===== config.mk =====
export PLATFORM = sky130hd
export DESIGN_NAME = uart_tx_packet_serializer
export DESIGN_NICKNAME = d
export VERILOG_FILES = /design/src/rtl/uart_tx_packet_serializer.sv
export SDC_FILE = /design/constraint.sdc
export NUM_CORES = 1
export LEC_CHECK = 0
export BUFFER_PORTS_ARGS = -buffer_cell sky130_fd_sc_hd__buf_2
export CAP_MARGIN = 0
export CORE_ASPECT_RATIO = 0.5
export CORE_MARGIN = 2
export CORE_UTILIZATION = 50
export CTS_CLUSTER_DIAMETER = 200
export DETAILED_ROUTE_END_ITERATION = 6
export GPL_TIMING_DRIVEN = 0
export MAX_ROUTING_LAYER = met4
export PLACE_DENSITY = 0.8
export SLEW_MARGIN = 10
export SYNTH_ARGS = -nofsm -noshare
export SYNTH_HDL_FRONTEND = slang
export SYNTH_SLANG_ARGS = --single-unit

===== constraint.sdc =====
create_clock -name clk -period 3.5 [get_ports clk]
set_clock_uncertainty 0.05 [all_clocks]
set_input_delay 0.175 -clock clk [delete_from_list [all_inputs] [get_ports clk]]
set_output_delay 0.175 -clock clk [all_outputs]
set_load 0.005 [all_outputs]

===== src/rtl/uart_tx_packet_serializer.sv =====
// UART transmit serializer: accepts an N_WORDS-wide payload over valid/ready and
// emits it as back-to-back UART frames (start, data LSB-first, optional parity, stop/padding).
module uart_tx_packet_serializer #(
    parameter int CLOCKS_PER_PULSE = 33,
    parameter int BITS_PER_WORD    = 8,
    parameter int N_WORDS          = 2,
    parameter int PACKET_SIZE      = 13,
    parameter int PARITY_EN        = 0,
    parameter int PARITY_ODD       = 0
) (
    input  logic                               clk,
    input  logic                               rstn,
    input  logic [N_WORDS*BITS_PER_WORD-1:0]   s_data,
    input  logic                               s_valid,
    output logic                               s_ready,
    output logic                               tx,
    output logic                               busy,
    output logic                               frame_done
);

    localparam int DW = N_WORDS * BITS_PER_WORD;
    localparam int CW = (CLOCKS_PER_PULSE > 1) ? $clog2(CLOCKS_PER_PULSE) : 1;
    localparam int BW = (PACKET_SIZE > 1) ? $clog2(PACKET_SIZE) : 1;
    localparam int WW = (N_WORDS > 1) ? $clog2(N_WORDS) : 1;

    localparam logic [CW-1:0] CYC_LAST  = CW'(CLOCKS_PER_PULSE - 1);
    localparam logic [BW-1:0] BIT_LAST  = BW'(PACKET_SIZE - 1);
    localparam logic [WW-1:0] WORD_LAST = WW'(N_WORDS - 1);

    generate
        if (PACKET_SIZE < BITS_PER_WORD + 2 + PARITY_EN || CLOCKS_PER_PULSE < 2) begin : g_bad_params
            $error("uart_tx_packet_serializer: PACKET_SIZE too small or CLOCKS_PER_PULSE < 2");
        end
    endgenerate

    typedef enum logic {
        IDLE = 1'b0,
        SEND = 1'b1
    } state_t;

    state_t             state_q, state_d;
    logic [CW-1:0]      cyc_q, cyc_d;
    logic [BW-1:0]      bit_q, bit_d;
    logic [WW-1:0]      word_q, word_d;
    logic [DW-1:0]      data_q, data_d;
    logic               tx_q, tx_d;
    logic               done_q, done_d;

    logic                     accept;
    logic                     bit_end;
    logic                     frame_end;
    logic                     last_word;
    logic [BW-1:0]            bit_nxt;
    logic [BITS_PER_WORD-1:0] cur_word;
    logic [BITS_PER_WORD-1:0] cur_shift;
    logic                     nxt_bit_val;
    int                       nb;

    assign accept    = s_valid && (state_q == IDLE);
    assign bit_end   = (state_q == SEND) && (cyc_q == CYC_LAST);
    assign frame_end = bit_end && (bit_q == BIT_LAST);
    assign last_word = (word_q == WORD_LAST);

    // State register
    always_ff @(posedge clk or negedge rstn) begin
        if (!rstn) begin
            state_q <= IDLE;
        end else begin
            state_q <= state_d;
        end
    end

    // Next-state logic
    always_comb begin
        state_d = state_q;
        case (state_q)
            IDLE: if (s_valid) state_d = SEND;
            SEND: if (frame_end && last_word) state_d = IDLE;
            default: state_d = IDLE;
        endcase
    end

    // Outputs decoded from state
    always_comb begin
        s_ready = (state_q == IDLE);
        busy    = (state_q == SEND);
    end

    assign tx         = tx_q;
    assign frame_done = done_q;

    // Line value of the bit that starts once the current bit finishes (same word)
    always_comb begin
        cur_word    = BITS_PER_WORD'(data_q >> (int'(word_q) * BITS_PER_WORD));
        bit_nxt     = bit_q + 1'b1;
        nb          = int'(bit_nxt);
        cur_shift   = '0;
        nxt_bit_val = 1'b1;
        if (nb == 0) begin
            nxt_bit_val = 1'b0;
        end else if (nb <= BITS_PER_WORD) begin
            cur_shift   = cur_word >> (nb - 1);
            nxt_bit_val = cur_shift[0];
        end else if (PARITY_EN != 0 && nb == BITS_PER_WORD + 1) begin
            nxt_bit_val = (^cur_word) ^ (PARITY_ODD != 0);
        end
    end

    always_comb begin
        cyc_d  = cyc_q;
        bit_d  = bit_q;
        word_d = word_q;
        data_d = data_q;
        tx_d   = tx_q;
        done_d = 1'b0;
        if (accept) begin
            data_d = s_data;
            cyc_d  = '0;
            bit_d  = '0;
            word_d = '0;
            tx_d   = 1'b0;
        end else if (state_q == SEND) begin
            if (bit_end) begin
                cyc_d = '0;
                if (bit_q == BIT_LAST) begin
                    bit_d = '0;
                    if (last_word) begin
                        word_d = '0;
                        tx_d   = 1'b1;
                        done_d = 1'b1;
                    end else begin
                        word_d = word_q + 1'b1;
                        tx_d   = 1'b0;
                    end
                end else begin
                    bit_d = bit_nxt;
                    tx_d  = nxt_bit_val;
                end
            end else begin
                cyc_d = cyc_q + 1'b1;
            end
        end
    end

    always_ff @(posedge clk or negedge rstn) begin
        if (!rstn) begin
            cyc_q  <= '0;
            bit_q  <= '0;
            word_q <= '0;
            data_q <= '0;
            tx_q   <= 1'b1;
            done_q <= 1'b0;
        end else begin
            cyc_q  <= cyc_d;
            bit_q  <= bit_d;
            word_q <= word_d;
            data_q <= data_d;
            tx_q   <= tx_d;
            done_q <= done_d;
        end
    end

endmodule


After elaboration in Yosys (flattened, before gate mapping)
Index checks and enable logic that the tools add are counted.
Storage, ports and cells
  bits in registers: 30
  input port bits: 19
  logic and storage cells: 53
  output and inout port bits: 4
Cells by class
  shift operators: 2
  equal/unequal tests: 2
  bitwise logic cells: 1
  order comparisons: 1
  muxes and demuxes: 26
  reductions and logical operators: 10
  add/sub/neg operators: 4
Operators with widths (count)
  right shift 8 x 32 -> 1 bit: 1
  2-to-1 mux 1 bit: 18
  2-to-1 mux 6 bit: 3
  2-to-1 mux 4 bit: 4
  right shift 16 x 4 -> 8 bit: 1
  adder 6 x 1 -> 6 bit (second input constant): 1
  equality test 6 bit (second input constant): 1
  nonzero test 2 bit: 3
  subtractor 4 x 1 -> 5 bit (second input constant): 1
  adder 4 x 1 -> 4 bit (second input constant): 1
  equality test 4 bit (second input constant): 1
  <= comparator 4 bit (second input constant): 1
  logical AND 1 bit: 4
  zero test 4 bit: 1
  AND reduction 3 bit: 1
  one-hot mux 1 bit (2 select lines): 1
  AND reduction 2 bit: 1
  adder 1 bit (second input constant): 1
  NOT 1 bit: 1

Logic depth before layout (Yosys ltp)
Gate-level depths: netlist of the first run.
  depth in word-level cells: 9
  mapped depth: 9
  gate-level depth less buffers: 7

Worst setup path after synthesis of the first run
OpenSTA, ideal clock, no wires.
  kind: register to register
  start: register bit_q[0]
  end: register tx_q (netlist: tx)
  slack: 1.109 ns
  period minus slack after synthesis: 2.391 ns
  library setup time: 0.083 ns
  data required time: 3.367 ns
  buffers on the path: 2
  arrival time: 2.258 ns
  cell stages (with the launch flop): 10
  cells stage by stage: dfrtp_1 > clkbuf_1 > inv_1 > ha_1 > clkbuf_1 > mux4_2 > and2_4 > a211oi_2 > a31oi_1 > a221o_1
Between the ends
  cells in the longest elaborated chain, start to end: 9
  elaborated cells on any way between the ends: 12
  those cells by class: 2 x add/sub; 1 x order compare; 1 x eq/ne; 1 x shift; 6 x mux; 1 x reduce/logical
Ends and longest elaborated chain
  start: declaration: RTL line 43  | logic [BW-1:0] bit_q, bit_d;
  start signal: assignment: RTL line 155  | bit_q <= bit_d;
  adder 4 x 1 -> 4 bit: RTL line 95  | bit_nxt = bit_q + 1'b1;
  subtractor 4 x 1 -> 5 bit: RTL line 102  | cur_shift = cur_word >> (nb - 1);
  right shift 8 x 32 -> 1 bit: RTL line 102
  2-to-1 mux 1 bit: RTL line 101  | end else if (nb <= BITS_PER_WORD) begin
  2-to-1 mux 1 bit: RTL line 99  | if (nb == 0) begin
  2-to-1 mux 1 bit (*): RTL line 125  | if (bit_q == BIT_LAST) begin
  2-to-1 mux 1 bit (*): RTL line 123  | if (bit_end) begin
  2-to-1 mux 1 bit (*): RTL line 122  | end else if (state_q == SEND) begin
  2-to-1 mux 1 bit (*): RTL line 116  | if (accept) begin
  end signal: assignment: RTL line 158  | tx_q <= tx_d;
  end: declaration: RTL line 46  | logic tx_q, tx_d;
Mark *: on every way between the ends. The rest lies on a longest branch, timed or not. The select of a mux whose other input is x is not followed.
A chain may end at the register's enable or synchronous reset.

Worst setup path in the final report of the first run
Ends and elaborated chain as after synthesis.

==> run metrics, run 1 <==
number of standard cells in the layout, taps in and fillers out=211; most common cell after layout, fill and taps aside=sky130_fd_sc_hd__dfrtp_1; Max Clk Rate=0.372 GHz; syn_nets=163; die area=0.00362 mm²; critical setup path kind=flip-flop to flip-flop; cell leakage power=0.826 nW; cell at the root of the clock tree=sky130_fd_sc_hd__clkbuf_8; Initial Utilization=0.522; Layout Cell Area excl Fill=0.00183 mm²; post-DR vias/cell=5.34; final HPWL from detailed placement=2.10 mm; internal power=806 µW; height of the die=43.5 µm; Final period util=0.768; final wirelength=2.98 mm; via count of the first global-routing pass=1097; commonest register cell after synthesis=sky130_fd_sc_hd__dfrtp_1; number of optimization iterations in the first detailed-route pass=4; commonest cells after routing, fill and taps aside=sky130_fd_sc_hd__dfrtp_1, sky130_fd_sc_hd__buf_2, sky130_fd_sc_hd__mux2_2; Net Sw Power=433 µW; asr flop ratio synth=1.00; cells after synthesis=140; switching share of total power=0.350; antenna-violating nets left=0; first-pass GRT wire length=5.03 mm; Max-cap violations=0; post-placement cell count=202; WP data required=3660 ps; flip-flop and latch count after synthesis=30; Min Clock Period, post-route=2690 ps; Final setup violation count=0; relative contribution of the clock network to total power=0.230; Hold Path Class=input port to flip-flop; nets=193; CP endpoint kind=flip-flop; routed vias=1127; Power per Cell Area=679 mW/mm²; global placer's final weighted congestion=0.824; count of synthesis-stage warnings from yosys=0; area of placed instances=0.00172 mm²; transition time of the tightest slew-check pin=648 ps; clock insertion delay at the later pin of the skew report=280 ps; number of ports placed on the die boundary=23; number of max-slew violations in the final report=0; VDD IR max=352 µV; post-synthesis instance area=0.00156 mm²; Post-synth EDFFs=0; largest net degree at the start of global routing=31; final hold violation count=0; clk slew on worst S/H paths=60 ps; unrepaired setup endpoints after global routing=false; H-Tree Level Count=2; average routed wire per standard cell=14.1 µm; GR Overflow Total=0; largest fanout on the critical path=9; antenna violations before repair=0; initial DRC count=54; mean area per synthesized cell=11.2 µm²; global router's overall resource usage=0.189; post-CTS setup buffers=0; number of remaining DRC errors=0; post-synthesis to final-layout area growth=16.7%; crit path DAT=2840 ps; Port Buffers=22; sequential group share of total power=0.406; Combinational Power Share=0.364; total negative slack for setup checks=0 ps; portion of the post-synthesis area used by sequential elements=0.481; cell row count=14; TritonCTS clock tree=built; Antenna Diode Count=0; share of final-layout standard cells stronger than drive strength 1=0.310; setup ws final=813 ps; Die Width=83.1 µm; Relative slew margins=0.568; nature of the critical path startpoint=flip-flop; worst slack at placement=837 ps; Distinct cells, synth=36; cts bufs inserted=5; result of the run=finished, final reports clean; maximum count of clock buffers along a single path=2; clock sink count=30; placeable core region=0.00300 mm²; total of cells resized after clock tree synthesis=0
-- power by group through the flow --
stage	registers, mW	clock network (mW)	logic (mW)
final	0.503	0.285	0.451
after detailed placement	0.508	0	0.445
after global placement	0.500	0	0.432
after floorplan	0.488	0	0.359
after CTS	0.501	0.287	0.450
after global routing	0.513	0.304	0.512
-- timing repair --
| item | 4_1_cts | 5_1_grt |
|---|---|---|
| hold endpoints to repair | 29 | 0 |
| hold buffers | 1 | 0 |
| endpoints found under the setup margin | 0 | 0 |
-- flip-flops by register name (all words and copies together), names as in the netlist --
register    flops
bit_q           4
busy            1
cyc_q           6
data_q         16
frame_done      1
last_word       1
tx              1
-- cells in the mapped netlist, types with 2 or more instances --
cell type,number,share of area
sky130_fd_sc_hd__clkbuf_1,7,0.017
sky130_fd_sc_hd__nand2b_1,2,0.0080
sky130_fd_sc_hd__nand2_1,12,0.029
sky130_fd_sc_hd__mux2_2,16,0.12
sky130_fd_sc_hd__dfrtp_1,29,0.46
sky130_fd_sc_hd__xnor2_1,2,0.011
sky130_fd_sc_hd__nor2_1,13,0.031
sky130_fd_sc_hd__nor2b_1,2,0.0080
sky130_fd_sc_hd__nor3_1,2,0.0064
sky130_fd_sc_hd__ha_1,4,0.032
sky130_fd_sc_hd__inv_1,5,0.012
sky130_fd_sc_hd__nor3b_1,2,0.0096
sky130_fd_sc_hd__mux4_1,3,0.050
sky130_fd_sc_hd__o2111ai_1,2,0.011
sky130_fd_sc_hd__a21oi_1,7,0.022
sky130_fd_sc_hd__o21ai_0,5,0.016
sky130_fd_sc_hd__a31oi_1,2,0.0080
sky130_fd_sc_hd__and3_1,2,0.0080
sky130_fd_sc_hd__xor2_1,3,0.017
sky130_fd_sc_hd__nand3_1,4,0.013
-- worst max-delay path, cell delays in order, from the launching register on --
cell and delay (ps):
sky130_fd_sc_hd__dfrtp_1 350, sky130_fd_sc_hd__clkbuf_1 330, sky130_fd_sc_hd__inv_1 160, sky130_fd_sc_hd__ha_1 300, sky130_fd_sc_hd__clkbuf_1 310, sky130_fd_sc_hd__mux4_2 360
sky130_fd_sc_hd__and2_4 170, sky130_fd_sc_hd__a211oi_2 180, sky130_fd_sc_hd__a31oi_1 60, sky130_fd_sc_hd__a221o_1 340
-- per-layer routing --
layer	track usage	wire (µm)	part of all wire	vias up
met5	-	0	0	-
met4	0.0787	38	0.013	0
met3	0.0533	109	0.037	5
met2	0.313	1390	0.46	21
met1	0.223	1450	0.49	542
li1	-	-	-	559
-- cell families (layout without fill, tap and decap cells) --
family | Yosys count | count (layout) | synth area share
xor gates and xnor gates | 5 | 5 | 0.0280
DFF | 30 | 30 | 0.481
adders and majority gates | 4 | 4 | 0.0320
buffers and inverters | 14 | 45 | 0.0448
muxes | 20 | 20 | 0.180
and+or+nand+nor | 43 | 43 | 0.133
AOI/OAI and AO/OA | 24 | 24 | 0.102
-- final cells by class --
cell class / count / area (µm²)
well taps: 40 / 50.0
repair buffers: 23 / 120
flip-flops and latches: 30 / 752
fillers: 255 / 1170
multi-input cells: 96 / 742
clock buffers: 7 / 86.3
inverters: 5 / 18.8
clock inverters: 1 / 5.00
plain buffers: 9 / 51.3
-- final timing paths --
check                           slack, ps         end  startpoint  cells after the start
worst max-delay path                  810          tx    bit_q[0]                      9
min in group asynchronous             410   data_q[9]        rstn                      2
worst min-delay path                   70  data_q[14]  s_data[14]                      2
worst min register to register        450  data_q[11]  data_q[11]                      1
worst max register to register        810          tx    bit_q[0]                      9
max in group asynchronous            2560   data_q[0]        rstn                      2
-- through the flow --
step | hold WS, ps | power, mW | util
floorplan | -171 | 0.847 | -
global placement | 181 | 0.932 | 0.576
detailed placement | 192 | 0.953 | 0.576
CTS | 71.9 | 1.24 | 0.609
global route | 78.0 | 1.33 | 0.609
finish | 74.9 | 1.24 | 0.609
Note: power is estimated with default switching activity, not from simulation.
==> inputs of run 2 (changes only) <==
--- a/config.mk
+++ b/config.mk
@@ -14,7 +14,7 @@
 export DETAILED_ROUTE_END_ITERATION = 6
 export GPL_TIMING_DRIVEN = 0
 export MAX_ROUTING_LAYER = met4
-export PLACE_DENSITY = 0.8
+export PLACE_DENSITY = 0.83
 export SLEW_MARGIN = 10
 export SYNTH_ARGS = -nofsm -noshare
 export SYNTH_HDL_FRONTEND = slang
==> constraint.sdc (replaced) <==
create_clock -name clk -period 2.25 [get_ports clk]
set_clock_uncertainty 0.05 [all_clocks]
set_input_delay 0.1125 -clock clk [delete_from_list [all_inputs] [get_ports clk]]
set_output_delay 0.1125 -clock clk [all_outputs]
set_load 0.005 [all_outputs]
==> run 2 against run 1 <==
Effect of this change:
- routed wire length rose by 2.5%
- register-to-register slack got worse by 700 ps
- die area did not move
- non-clock buffer count rose by 2
- core utilization rose by 1.3 points
- design area rose by 2.1%
- clock power rose by 54%
- critical endpoint unchanged
==> run metrics, run 2 (same netlist as run 1, synthesis figures left out) <==
TritonCTS clock tree=built; Min Clock Period, post-route=2140 ps; clk slew on worst S/H paths=60 ps; cell row count=14; die area=0.00362 mm²; GR Overflow Total=0; final hold violation count=0; Pwr Total=2.03 mW; H-Tree Level Count=2; global router's overall resource usage=0.202; VDD IR max=620 µV; Antenna Diode Count=0; antenna-violating nets left=0; number of standard cells in the layout, taps in and fillers out=213; cts bufs inserted=5; transition time of the tightest slew-check pin=654 ps; Final setup violation count=0; most common cell after layout, fill and taps aside=sky130_fd_sc_hd__dfrtp_1; post-placement cell count=202; Power per Cell Area=1090 mW/mm²; post-DR vias/cell=5.47; worst reg-to-reg path cell count=9; maximum count of clock buffers along a single path=2; clock sink count=30; via count of the first global-routing pass=1143; final core area utilization=0.622; Die Width=83.1 µm; Max Clk Rate=0.468 GHz; cell at the root of the clock tree=sky130_fd_sc_hd__clkbuf_8; result of the run=finished, final reports clean; average routed wire per standard cell=14.4 µm; Top reg by flops=data_q; routed vias=1166; Final period util=0.950; registers with the most flip-flops=data_q x16, cyc_q x6, bit_q x4; final HPWL from detailed placement=2.14 mm; hold path cells=2; antenna violations before repair=0; placeable core region=0.00300 mm²; nets=195; share of final-layout standard cells stronger than drive strength 1=0.341; Initial Utilization=0.522; first-pass GRT wire length=5.40 mm; number of max-slew violations in the final report=0; cell leakage power=0.851 nW; commonest cells after routing, fill and taps aside=sky130_fd_sc_hd__dfrtp_1, sky130_fd_sc_hd__buf_2, sky130_fd_sc_hd__mux2_2; unrepaired setup endpoints after global routing=false; largest fanout on the critical path=8; post-synthesis to final-layout area growth=19.1%; worst slack at placement=-160 ps; Hold Path Class=input port to flip-flop; WP data required=2410 ps; global placer's final weighted congestion=0.822; Port Buffers=22; height of the die=43.5 µm; setup ws final=112 ps; initial DRC count=60; clock insertion delay at the later pin of the skew report=280 ps; Max-cap violations=0; final wirelength=3.06 mm; largest net degree at the start of global routing=31; Largest register FFs=16; Filler Cell Count=253; number of optimization iterations in the first detailed-route pass=4; CP endpoint kind=flip-flop; nature of the critical path startpoint=flip-flop; number of remaining DRC errors=0; Relative slew margins=0.564; number of ports placed on the die boundary=23; crit path DAT=2290 ps; critical setup path kind=flip-flop to flip-flop; total negative slack for setup checks=0 ps
-- run 2: changes by cell type in the layout (fill, tap and decap cells not counted) --
cell,previous run,this run
sky130_fd_sc_hd__inv_1,5,4
sky130_fd_sc_hd__buf_8,0,1
sky130_fd_sc_hd__clkbuf_1,8,5
sky130_fd_sc_hd__clkbuf_8,7,8
sky130_fd_sc_hd__clkbuf_2,0,1
sky130_fd_sc_hd__inv_2,0,1
sky130_fd_sc_hd__buf_4,0,2
-- run 2: routing by layer --
layer	track usage	up-vias	wire, µm
met5	-	-	0
met4	0.0689	0	38
met3	0.0552	6	162
met1	0.262	570	1370
met2	0.313	30	1480
li1	-	560	-
-- run 2: path summary, 6_finish.rpt --
path / slack [ps] / end / start
max in group asynchronous: 1390 / data_q[0] / rstn
max: 110 / tx / bit_q[0]
min reg2reg: 450 / data_q[14] / data_q[14]
min in group asynchronous: 340 / data_q[1] / rstn
max reg2reg: 110 / tx / bit_q[0]
min: 10 / data_q[3] / s_data[3]
-- run 2: timing repair --
item,in CTS,in global routing
setup buffers,2,0
endpoints found under the setup margin,1,4
endpoints found under the hold margin,29,0
gates resized for setup,5,3
pin swaps,0,2
hold buffers,1,0
-- run 2: where the power goes --
group | switching, mW | internal, mW | total (mW)
combinational | 0.395 | 0.418 | 0.812
sequential | 0.110 | 0.672 | 0.782
clock | 0.192 | 0.246 | 0.438
total | 0.697 | 1.34 | 2.03
-- run 2: area by class of cell --
class	count	area [µm²]	area share
well taps	40	50.0	0.0269
clock buffers	7	86.3	0.0463
multi-input cells	96	742	0.398
repair buffers	25	135	0.0725
plain buffers	9	73.8	0.0396
inverters	5	18.8	0.0101
clock inverters	1	5.00	0.00269
flip-flops and latches	30	752	0.404
-- run 2: metrics by stage --
step | hold WS (ps) | area (µm²)
6_report | 11.1 | 1860
5_1_grt | 1.91 | 1860
4_1_cts | 6.85 | 1860
3_5_place_dp | 130 | 1730
3_3_place_gp | 118 | 1730
2_1_floorplan | -233 | 1570
-- run 2: worst max-delay path: stages (launching register included) --
cell and delay, ps:
sky130_fd_sc_hd__dfrtp_1 380, sky130_fd_sc_hd__clkbuf_8 140, sky130_fd_sc_hd__inv_2 70, sky130_fd_sc_hd__ha_1 250, sky130_fd_sc_hd__buf_8 150, sky130_fd_sc_hd__mux4_2 290, sky130_fd_sc_hd__and2_4 170, sky130_fd_sc_hd__a211oi_2 150
sky130_fd_sc_hd__a31oi_1 80, sky130_fd_sc_hd__a221o_1 320
==> inputs of run 3 (changes only) <==
--- a/config.mk
+++ b/config.mk
@@ -8,7 +8,7 @@
 export BUFFER_PORTS_ARGS = -buffer_cell sky130_fd_sc_hd__buf_2
 export CAP_MARGIN = 0
 export CORE_ASPECT_RATIO = 0.5
-export CORE_MARGIN = 2
+export CORE_MARGIN = 1.5
 export CORE_UTILIZATION = 50
 export CTS_CLUSTER_DIAMETER = 200
 export DETAILED_ROUTE_END_ITERATION = 6
==> run 3 against run 2 <==
Effect of this change:
- clock power hardly changed
- highest routed layer unchanged
- critical path type unchanged
- global-route usage up 2.3 points
- combinational power is 1% lower
- critical endpoint unchanged
==> run metrics, run 3 (same netlist as run 1, synthesis figures left out) <==
transition time of the tightest slew-check pin=668 ps; Hold Path Class=input port to flip-flop; end point of the critical path=tx; commonest cells after routing, fill and taps aside=sky130_fd_sc_hd__dfrtp_1, sky130_fd_sc_hd__buf_2, sky130_fd_sc_hd__mux2_2; number of max-slew violations in the final report=0; CP most frequent cell=sky130_fd_sc_hd__clkbuf_8; critical setup path kind=flip-flop to flip-flop; clk slew on worst S/H paths=60 ps; final hold violation count=0; final wirelength=3.12 mm; largest fanout on the critical path=8; cell row count=14; crit path DAT=2300 ps; number of optimization iterations in the first detailed-route pass=4; Initial Utilization=0.522; Pwr Total=2.02 mW; first-pass GRT wire length=5.53 mm; launch point of the worst reg-to-reg path=bit_q[0]; global placer's final weighted congestion=0.839; Port Buffers=22; Largest register FFs=16; antenna-violating nets left=0; count of buffering cells on the critical path with inverters included=3; Top reg by flops=data_q; via count of the first global-routing pass=1197; number of standard cells in the layout, taps in and fillers out=213; nature of the critical path startpoint=flip-flop; Antenna Diode Count=0; largest net degree at the start of global routing=31; nets=195; share of final-layout standard cells stronger than drive strength 1=0.341; die area=0.00349 mm²; WP data required=2400 ps; height of the die=42.5 µm; global router's overall resource usage=0.225; cts bufs inserted=5; number of ports placed on the die boundary=23; Die Width=82.1 µm; number of gates on the worst path with buffers counted=9; clock sink count=30; Filler Cell Count=244; unrepaired setup endpoints after global routing=false; cell at the root of the clock tree=sky130_fd_sc_hd__clkbuf_8; cell family with most CP delay=compound AO/OA/AOI/OAI gates; worst reg-to-reg path cell count=9; Relative slew margins=0.555; initial DRC count=81; H-Tree Level Count=2; Max Clk Rate=0.464 GHz; cells along the critical path=clkbuf_8 > inv_2 > ha_1 > clkbuf_8 > mux4_2 > and2_4 > a211oi_2 > a31oi_1 > a221o_1; number of remaining DRC errors=0; Final setup violation count=0; maximum count of clock buffers along a single path=2; TritonCTS clock tree=built; result of the run=finished, final reports clean; most common cell after layout, fill and taps aside=sky130_fd_sc_hd__dfrtp_1; GR Overflow Total=0; clock insertion delay at the later pin of the skew report=280 ps; Critical Path Source=bit_q[0]; antenna violations before repair=0; Min Clock Period, post-route=2150 ps; placeable core region=0.00300 mm²; worst stage delay on the critical path=380 ps; registers with the most flip-flops=data_q x16, cyc_q x6, bit_q x4; Reg2Reg Capture Point=tx; Final period util=0.957; Power per Cell Area=1080 mW/mm²; CP endpoint kind=flip-flop; average routed wire per standard cell=14.7 µm; final HPWL from detailed placement=2.22 mm; post-placement cell count=202; cell leakage power=0.851 nW; post-DR vias/cell=5.43; post-synthesis to final-layout area growth=19.0%; routed vias=1157; Max-cap violations=0; VDD IR max=706 µV; slowest cell on the critical path=sky130_fd_sc_hd__dfrtp_1; minimum setup slack among reg-to-reg paths=100 ps
-- run 3: cell count changes in the layout (fill, tap and decap cells not counted) --
cell                       before  now
sky130_fd_sc_hd__clkbuf_8       8    9
sky130_fd_sc_hd__buf_8          1    0
-- run 3: layout make-up --
cell class              instances  area [µm²]  area share
flip-flops and latches         30         752       0.404
multi-input cells              96         742       0.399
inverters                       5        18.8      0.0101
repair buffers                 25         135      0.0726
clock inverters                 1        5.00     0.00269
clock buffers                   7        86.3      0.0464
well taps                      40        50.0      0.0269
plain buffers                   9        72.6      0.0390
-- run 3: routing by layer --
layer / global-route usage / routed length [µm] / up-vias
li1: - / - / 568
met1: 0.289 / 1430 / 555
met5: - / 0 / -
met2: 0.339 / 1520 / 30
met3: 0.0587 / 133 / 4
met4: 0.0949 / 41 / 0
-- run 3: worst min-delay path by stage --
stage | slack [ps] | to | from | cells past startpoint
final | 20 | data_q[0] | s_data[0] | 2
after global routing | 20 | data_q[13] | s_data[13] | 2
after CTS | 9 | data_q[3] | s_data[3] | 2
after detailed placement | 130 | data_q[3] | rstn | 1
after global placement | 120 | data_q[3] | rstn | 1
after floorplan | -230 | bit_q[0] | rstn | 0
-- run 3: through the flow --
| step | utilization | instance area (µm²) | setup WS, ps | setup TNS, ps | hold WS, ps |
|---|---|---|---|---|---|
| after CTS | 0.621 | 1860 | 11.9 | 0 | 8.71 |
| after global placement | 0.576 | 1730 | -110 | -110 | 117 |
| after detailed placement | 0.576 | 1730 | -196 | -196 | 133 |
| after floorplan | - | 1570 | 83.6 | 0 | -233 |
| final | 0.622 | 1860 | 97.1 | 0 | 15.9 |
| after global routing | 0.622 | 1860 | 5.77 | 0 | 17.0 |
-- run 3: repair_timing --
action,in CTS,in global routing
pin swaps,0,2
endpoints found under the hold margin,29,0
hold buffers,1,0
setup buffers,2,0
resized for setup,5,2
setup endpoints to repair,1,3
-- run 3: where the power goes --
| part | total (mW) | switching, mW | leakage, nW | internal (mW) |
|---|---|---|---|---|
| clock network | 0.435 | 0.189 | 0.0482 | 0.246 |
| logic | 0.803 | 0.396 | 0.437 | 0.407 |
| registers | 0.781 | 0.109 | 0.366 | 0.672 |
